### config.mk
export PLATFORM = sky130hd
export DESIGN_NAME = ex2_row_sched
export DESIGN_NICKNAME = d
export VERILOG_FILES = /design/src/rtl/ex2_row_sched.sv
export SDC_FILE = /design/constraint.sdc
export NUM_CORES = 1
export LEC_CHECK = 0
export ABC_AREA = 1
export CORE_UTILIZATION = 50
export DETAILED_ROUTE_END_ITERATION = 10
export GPL_TIMING_DRIVEN = 0
export PLACE_DENSITY = 0.78
export SYNTH_ARGS = -nofsm -noshare
export SYNTH_HDL_FRONTEND = slang
export SYNTH_SLANG_ARGS = --single-unit
### constraint.sdc
create_clock -name i_clk -period 2.25 [get_ports i_clk]
set_input_delay 0.45 -clock i_clk [delete_from_list [all_inputs] [get_ports i_clk]]
set_output_delay 0.45 -clock i_clk [all_outputs]
set_load 0.01 [all_outputs]
### src/rtl/ex2_row_sched.sv
// ex2_row_sched: buffers 9-bit samples into 8-sample rows and replays each row to the E[x^2] engine.
// EX2_PINGPONG_EN selects two row banks instead of one.
module ex2_row_sched #(
  parameter int         N       = 8,
  parameter logic [7:0] INV_N   = 8'd32,
  parameter int         TIMEOUT = 16
) (
  input  logic        i_clk,
  input  logic        i_rst,
  input  logic        i_in_valid,
  output logic        o_in_ready,
  input  logic [8:0]  i_in_x,
  input  logic [1:0]  i_in_alpha,
  output logic        o_ex2_valid,
  output logic [8:0]  o_ex2_x,
  output logic [1:0]  o_ex2_alpha,
  output logic [7:0]  o_ex2_inv_n,
  input  logic        i_ex2_done,
  input  logic [31:0] i_ex2,
  output logic        o_res_valid,
  input  logic        i_res_ready,
  output logic [31:0] o_res,
  output logic        o_busy,
  output logic        o_err
);
`ifdef EX2_PINGPONG_EN
  localparam int NB = 2;
`else
  localparam int NB = 1;
`endif
  localparam int IW = $clog2(N);
  localparam int TW = $clog2(TIMEOUT + 1);
  typedef enum logic [2:0] {IDLE, LAUNCH, STREAM, WAIT, OUT} state_t;
  state_t          state_q, state_d;
  logic [8:0]      buf_q [NB][N];
  logic [1:0]      alpha_q [NB];
  logic [NB-1:0]   full_q;
  logic            fill_q, rd_q;
  logic [IW-1:0]   wr_idx_q, rd_idx_q;
  logic [TW-1:0]   wait_q;
  logic [31:0]     res_q;
  logic            err_q;
  logic            hs, last_rd, timeout;
  assign hs      = i_in_valid && o_in_ready;
  assign last_rd = state_q == STREAM && rd_idx_q == IW'(N - 1);
  assign timeout = state_q == WAIT && !i_ex2_done && wait_q == TW'(TIMEOUT - 1);
`ifdef EX2_PINGPONG_EN
  assign o_in_ready = !full_q[fill_q];
`else
  // single bank: the row stays owned by the engine until the result leaves
  assign o_in_ready = !full_q[fill_q] && state_q != WAIT && state_q != OUT;
`endif
  always_comb begin
    state_d = state_q;
    case (state_q)
      IDLE:    state_d = full_q[rd_q] ? LAUNCH : IDLE;
      LAUNCH:  state_d = STREAM;
      STREAM:  state_d = last_rd ? WAIT : STREAM;
      WAIT:    state_d = i_ex2_done ? OUT : (timeout ? IDLE : WAIT);
      OUT:     state_d = i_res_ready ? IDLE : OUT;
      default: state_d = IDLE;
    endcase
  end
  always_ff @(posedge i_clk) begin
    if (i_rst) begin
      state_q  <= IDLE;
      full_q   <= '0;
      fill_q   <= 1'b0;
      rd_q     <= 1'b0;
      wr_idx_q <= '0;
      rd_idx_q <= '0;
      wait_q   <= '0;
      res_q    <= '0;
      err_q    <= 1'b0;
      alpha_q  <= '{default: '0};
    end else begin
      state_q  <= state_d;
      rd_idx_q <= state_q == STREAM ? rd_idx_q + 1'b1 : '0;
      wait_q   <= state_q == WAIT ? wait_q + 1'b1 : '0;
      if (last_rd) begin
        full_q[rd_q] <= 1'b0;
`ifdef EX2_PINGPONG_EN
        rd_q <= ~rd_q;
`endif
      end
      if (hs) begin
        buf_q[fill_q][wr_idx_q] <= i_in_x;
        wr_idx_q <= wr_idx_q + 1'b1;
        if (wr_idx_q == '0) alpha_q[fill_q] <= i_in_alpha;
        if (wr_idx_q == IW'(N - 1)) begin
          full_q[fill_q] <= 1'b1;
`ifdef EX2_PINGPONG_EN
          fill_q <= ~fill_q;
`endif
        end
      end
      if (state_q == WAIT && i_ex2_done) res_q <= i_ex2;
      if (timeout) err_q <= 1'b1;
    end
  end
  assign o_ex2_valid = state_q == LAUNCH;
  assign o_ex2_x     = state_q == STREAM ? buf_q[rd_q][rd_idx_q] : '0;
  assign o_ex2_alpha = (state_q == LAUNCH || state_q == STREAM) ? alpha_q[rd_q] : '0;
  assign o_ex2_inv_n = INV_N;
  assign o_res_valid = state_q == OUT;
  assign o_res       = res_q;
  assign o_busy      = state_q != IDLE;
  assign o_err       = err_q;
endmodule

== Word level (Yosys, flattened, before mapping) ==
Memories as Yosys holds them, arrays and structs flattened.
Index checks and enable logic that the tools add are counted.

* Add/sub/neg operators: 3
* $mul: 0
* Divide/modulo/power cells: 0
* $lt $le $gt $ge: 3
* Equality and inequality tests: 9
* Shifts and indexed selects: 0
* Mux-type cells: 20
* Bitwise operators: 4
* Reduce and logical (&&, ||, !) cells: 17

{| class="wikitable"
|+ Operators by type and width
! operator !! number
|-
| 72-bit 2-to-1 mux || 1
|-
| 9-bit 2-to-1 mux || 4
|-
| 9-bit binary-select mux with 3-bit select || 1
|-
| 9-bit demux with 3-bit select || 1
|-
| 3-bit case mux with 5 select lines || 1
|-
| 3-bit == test (second input constant) || 3
|-
| 4-bit >= comparator (second input constant) || 2
|-
| 1-bit logical AND || 8
|-
| 1-bit 2-to-1 mux || 8
|-
| 3-bit inverter with 4-bit output || 2
|-
| 3-bit by 1-bit adder with 3-bit output (second input constant) || 2
|-
| 3-bit by 2-bit == test with 1-bit output (second input constant) || 2
|-
| 3-bit logical NOT || 2
|-
| 3-bit 2-to-1 mux || 2
|-
| 5-bit by 1-bit adder with 5-bit output (second input constant) || 1
|-
| 5-bit by 4-bit == test with 1-bit output (second input constant) || 1
|-
| 4-bit by 1-bit < comparator with 1-bit output (second input constant) || 1
|-
| 2-bit 2-to-1 mux || 2
|-
| 2-bit OR reduction || 2
|-
| 3-bit by 1-bit == test with 1-bit output (second input constant) || 1
|-
| 3-bit by 2-bit != test with 1-bit output (second input constant) || 1
|-
| 3-bit != test (second input constant) || 1
|-
| 3-bit nonzero test || 1
|-
| 1-bit logical NOT || 2
|-
| other kinds (3) || 4
|}

* Flip-flop bits (word level): 50
* Bits in latches: 0
* RAM bits: 72
* Bits in read-only memories: 0
* Input bits: 48
* Output and inout bits: 56
* Word-level logic and storage cells: 65
* Memories: 1

{| class="wikitable"
|+ Memory list
! name !! depth !! width !! rd ports !! clocked after Yosys merged registers in !! write ports !! RTL line !! RTL
|-
| buf_q || 1 || 72 || 1 || 0 || 1 || 35 || <nowiki>logic [8:0] buf_q [NB][N];</nowiki>
|}

== Logic depth before layout (Yosys ltp) ==
* Depth after elaboration: 7
* Depth in mapped cells: 8
* Mapped depth without buffers: 8

== Worst setup path after synthesis ==
No wires, ideal clock.

* Kind: input to register
* Start: input port i_rst
* End: memory buf_q[0][54] (netlist name) (enable)
* Library setup time: 374 ps
* Data arrival time: 1410 ps
* Data required time: 1876 ps
* Path slack: 466 ps
* Stages: 5
* Buffers on the path: 2
* Path through: buf_2 -> inv_1 -> buf_2 -> nand3_2 -> nor2_1

* Cells in the longest elaborated chain, start to end: 2

{| class="wikitable"
|+ Ends and longest elaborated chain
! element !! RTL line !! RTL
|-
| from (decl) || 9 || <nowiki>input logic i_rst,</nowiki>
|-
| 1-bit 2-to-1 mux || 65 || <nowiki>if (i_rst) begin</nowiki>
|-
| 72-bit 2-to-1 mux (not written as such) || 87 || <nowiki>buf_q[fill_q][wr_idx_q] <= i_in_x;</nowiki>
|-
| to (decl) || 35 ||
|}

No other way between the ends.

== Worst setup path after layout ==
* Start: register rd_idx_q[0]
* End: output port o_ex2_x[0]

* Cells in the longest elaborated chain, start to end: 5

{| class="wikitable"
|+ Ends and longest elaborated chain
! element !! RTL line !! RTL
|-
| from (decl) || 39 || <nowiki>logic [IW-1:0] wr_idx_q, rd_idx_q;</nowiki>
|-
| from (signal assigned) || 78 || <nowiki>rd_idx_q <= state_q == STREAM ? rd_idx_q + 1'b1 : '0;</nowiki>
|-
| 3-bit inverter with 4-bit output (not written as such) || 102 || <nowiki>assign o_ex2_x = state_q == STREAM ? buf_q[rd_q][rd_idx_q] : '0;</nowiki>
|-
| 9-bit binary-select mux with 3-bit select || 102 ||
|-
| 9-bit 2-to-1 mux (not written as such) (2 in series) || 102 ||
|-
| 9-bit 2-to-1 mux || 102 ||
|-
| to (decl) || 15 || <nowiki>output logic [8:0] o_ex2_x,</nowiki>
|}

No other way between the ends. The select of a mux whose other input is x is not followed.

==> flow_summary.yaml <==
timing:
  setup_ws_ns: -0.127
  tightest_slew_ns: 0.716
  hold_violations: 0
  grt_setup_unrepaired: "true"
  max_freq_mhz: 421
  finalMaxSlewViolations: 0
  worst_hold_slack_ns: 0.264
  min_period_ns: 2.38
  relSlewSlack_pct: 52.2
  fin_crit_sh_pct: 106
  fin_tns_setup_ns: -0.572
  setup_violations: 8
  fin_skew_ns: 0.00812
placement:
  hpwl_um: 8090
  post_dp_cell_area_um2: 6140
  gp_congestion: 0.866
  port_buffers: 93
yosys:
  synth_cell_type_count: 31
  ys_warn_count: 0
  yosysTopAreaCell: "edfxtp_1"
  ys_seq_area_share_pct: 63.1
  synth_area_per_cell_um2: 10.1
  synth_area_um2: 5020
  ys_top_cells_by_area: "edfxtp_1 43%, dfxtp_1 20%, nor2_1 7.3%"
  synth_seq_cells: 122
  synth_top_area_share_pct: 43.1
  syn_inst: 495
power:
  vdd_drop_max_v: 0.000471
  power.total_w: 0.00509
  power.density_nw_per_um2: 719
  cellLeakagePower_nw: 2.67
floorplanning:
  initial_core_util_pct: 51.6
  row_count: 36
  die_w_um: 102
  io_pins: 104
  die_area_um2: 10400
  dieHeight_um: 102
  core_um2: 9730
setup_path:
  reg2reg_slack_ns: 0.22
  r2r-end: "buf_q[0][70]"
  arrival_ns: 1.93
  cp-endpoint: "o_ex2_x[0]"
  startpoint: "rd_idx_q[0]"
  crit_path_start_kind: "flop"
  critical_path_class: "reg -> out"
  critPathMaxFanout: 7
  r2r-start: "state_q[2]"
  end_kind: "primary output"
  cp.required_ns: 1.80
  r2r_cells: 6
global_routing:
  first_global_vias: 4210
  antenna_found_initial: 0
  grtUsageTotal_pct: 27.8
  grt_overflow_total: 0
  grt_pass1_wl_um: 20900
  grt_start_max_net_pins: 17
route:
  vias_per_cell: 5.35
  num_vias: 4169
  drtAntennaViolNets: 0
  drt_drc_violations_left: 0
  wire_per_inst_um: 17.5
  highest-signal-layer: "met4"
  route.met2.wl_um: 6700
  dr.pass1.iters: 5
  wl_met3_um: 1360
  drtIter0Drc: 205
  met1Wirelength_um: 4910
  drt_wl_total_um: 13600
cts:
  clockBufferDepth: 2
  clk_pin_slew_ns: 0.05
  cts-root-buf: "clkbuf_8"
  cts_tree: "built"
  h-tree-depth: 4
  cts_buffers: 17
  clock-sinks: 122
  holdBufCountCts: 0
  insertion_delay_ns: 0.51
cells_and_area:
  final_common_cell: "clkdlybuf4s50_1"
  layout_common_cells: "78 x clkdlybuf4s50_1, 73 x nor2_1, 72 x edfxtp_1"
  drive_gt1_share_pct: 21.2
  nets: 688
  fillCellCount: 697
  antennaDiodeCount: 0
  fin_area_um2: 7080
  area_delta_synth_final_pct: 41.2
run:
  max_cap_violations: 0
outcome:
  violations: "setup timing"
  status: "complete, but fails checks"
worst_hold_path:
  min_path_type: "in -> reg"
-- routing by layer --
layer,GRT usage (%),vias to the layer above
li1,-,1959
met1,30.3,1946
met2,45.1,218
met3,10.1,46
met4,19.6,0
met5,0,-
-- worst min-delay path by stage --
stage                    from         to  slack, ns  cells past startpoint
finish                  i_rst  o_res[22]       0.26                      2
global route            i_rst  o_res[22]       0.24                      2
CTS                     i_rst  o_res[22]       0.23                      2
detailed placement  wait_q[0]  wait_q[0]       0.44                      1
global placement    wait_q[0]  wait_q[0]       0.43                      1
floorplan           wait_q[0]  wait_q[0]       0.42                      1
-- layout make-up --
cell class	count	area (µm²)	area share (%)
repair buffers	112	1130	16.0
clock buffers	20	425	6.01
clock inverters	12	106	1.50
flip-flops and latches	122	3170	44.8
plain buffers	34	310	4.38
inverters	28	123	1.73
well taps	133	166	2.35
repair inverters	2	16.3	0.230
multi-input cells	316	1630	23.0
-- worst max-delay path: stages, from the launching register on --
cell	delay [ns]
dfxtp_4	0.35
buf_12	0.15
inv_12	0.09
buf_8	0.12
buf_4	0.11
nor2_1	0.03
o211ai_1	0.16
nand2_1	0.10
nor2_2	0.13
buf_2	0.15
-- repair_timing --
| item | in CTS | in global routing |
|---|---|---|
| setup buffers | 14 | 1 |
| endpoints found under the hold margin | 0 | 0 |
| pin swaps | 18 | 18 |
| setup endpoints to repair | 48 | 51 |
| resized for setup | 100 | 38 |
| cloned | 7 | 0 |
-- logic make-up (layout without fill, tap and decap cells) --
family / Yosys count / count (layout) / share of synthesized area [%]
buf+inv: 63 / 208 / 6.88
fa+ha+maj: 7 / 7 / 1.75
compound gates: 95 / 95 / 10.5
flops: 122 / 122 / 63.1
simple gates: 206 / 206 / 17.7
other cells: 2 / 8 / 0.150
-- registers in the layout, indices dropped and copies added, names as in the netlist --
register  count
alpha_q       2
buf_q        72
full_q        1
o_err         1
o_res        32
rd_idx_q      3
state_q       3
wait_q        5
wr_idx_q      3
-- cells in the mapped netlist (all sizes together) --
master	n
nor2	99
edfxtp	72
nand2	60
dfxtp	50
nand3	39
o21ai	39
a21oi	35
buf	30
inv	27
o211ai	10
o22ai	9
ha	7
clkbuf	5
nand4	3
conb	2
nor3	2
nor3b	2
o21a	2
clkinv	1
or2	1
-- power by group --
group | total, W | internal (W) | switching [W]
sequential | 0.00241 | 0.00239 | 0.0000127
clock | 0.00245 | 0.00154 | 0.000907
combinational | 0.000232 | 0.000110 | 0.000121
total | 0.00509 | 0.00405 | 0.00104
-- per-stage QoR --
stage / worst slack [ns] / std cells / util, %
after global placement: -0.376 / 727 / 63.1
after detailed placement: -0.480 / 727 / 63.1
after global routing: -0.215 / 779 / 72.8
after floorplan: 0.466 / 501 / -
after CTS: -0.0964 / 780 / 72.2
final: -0.127 / 779 / 72.8
Power figures use the tool's default switching activity.
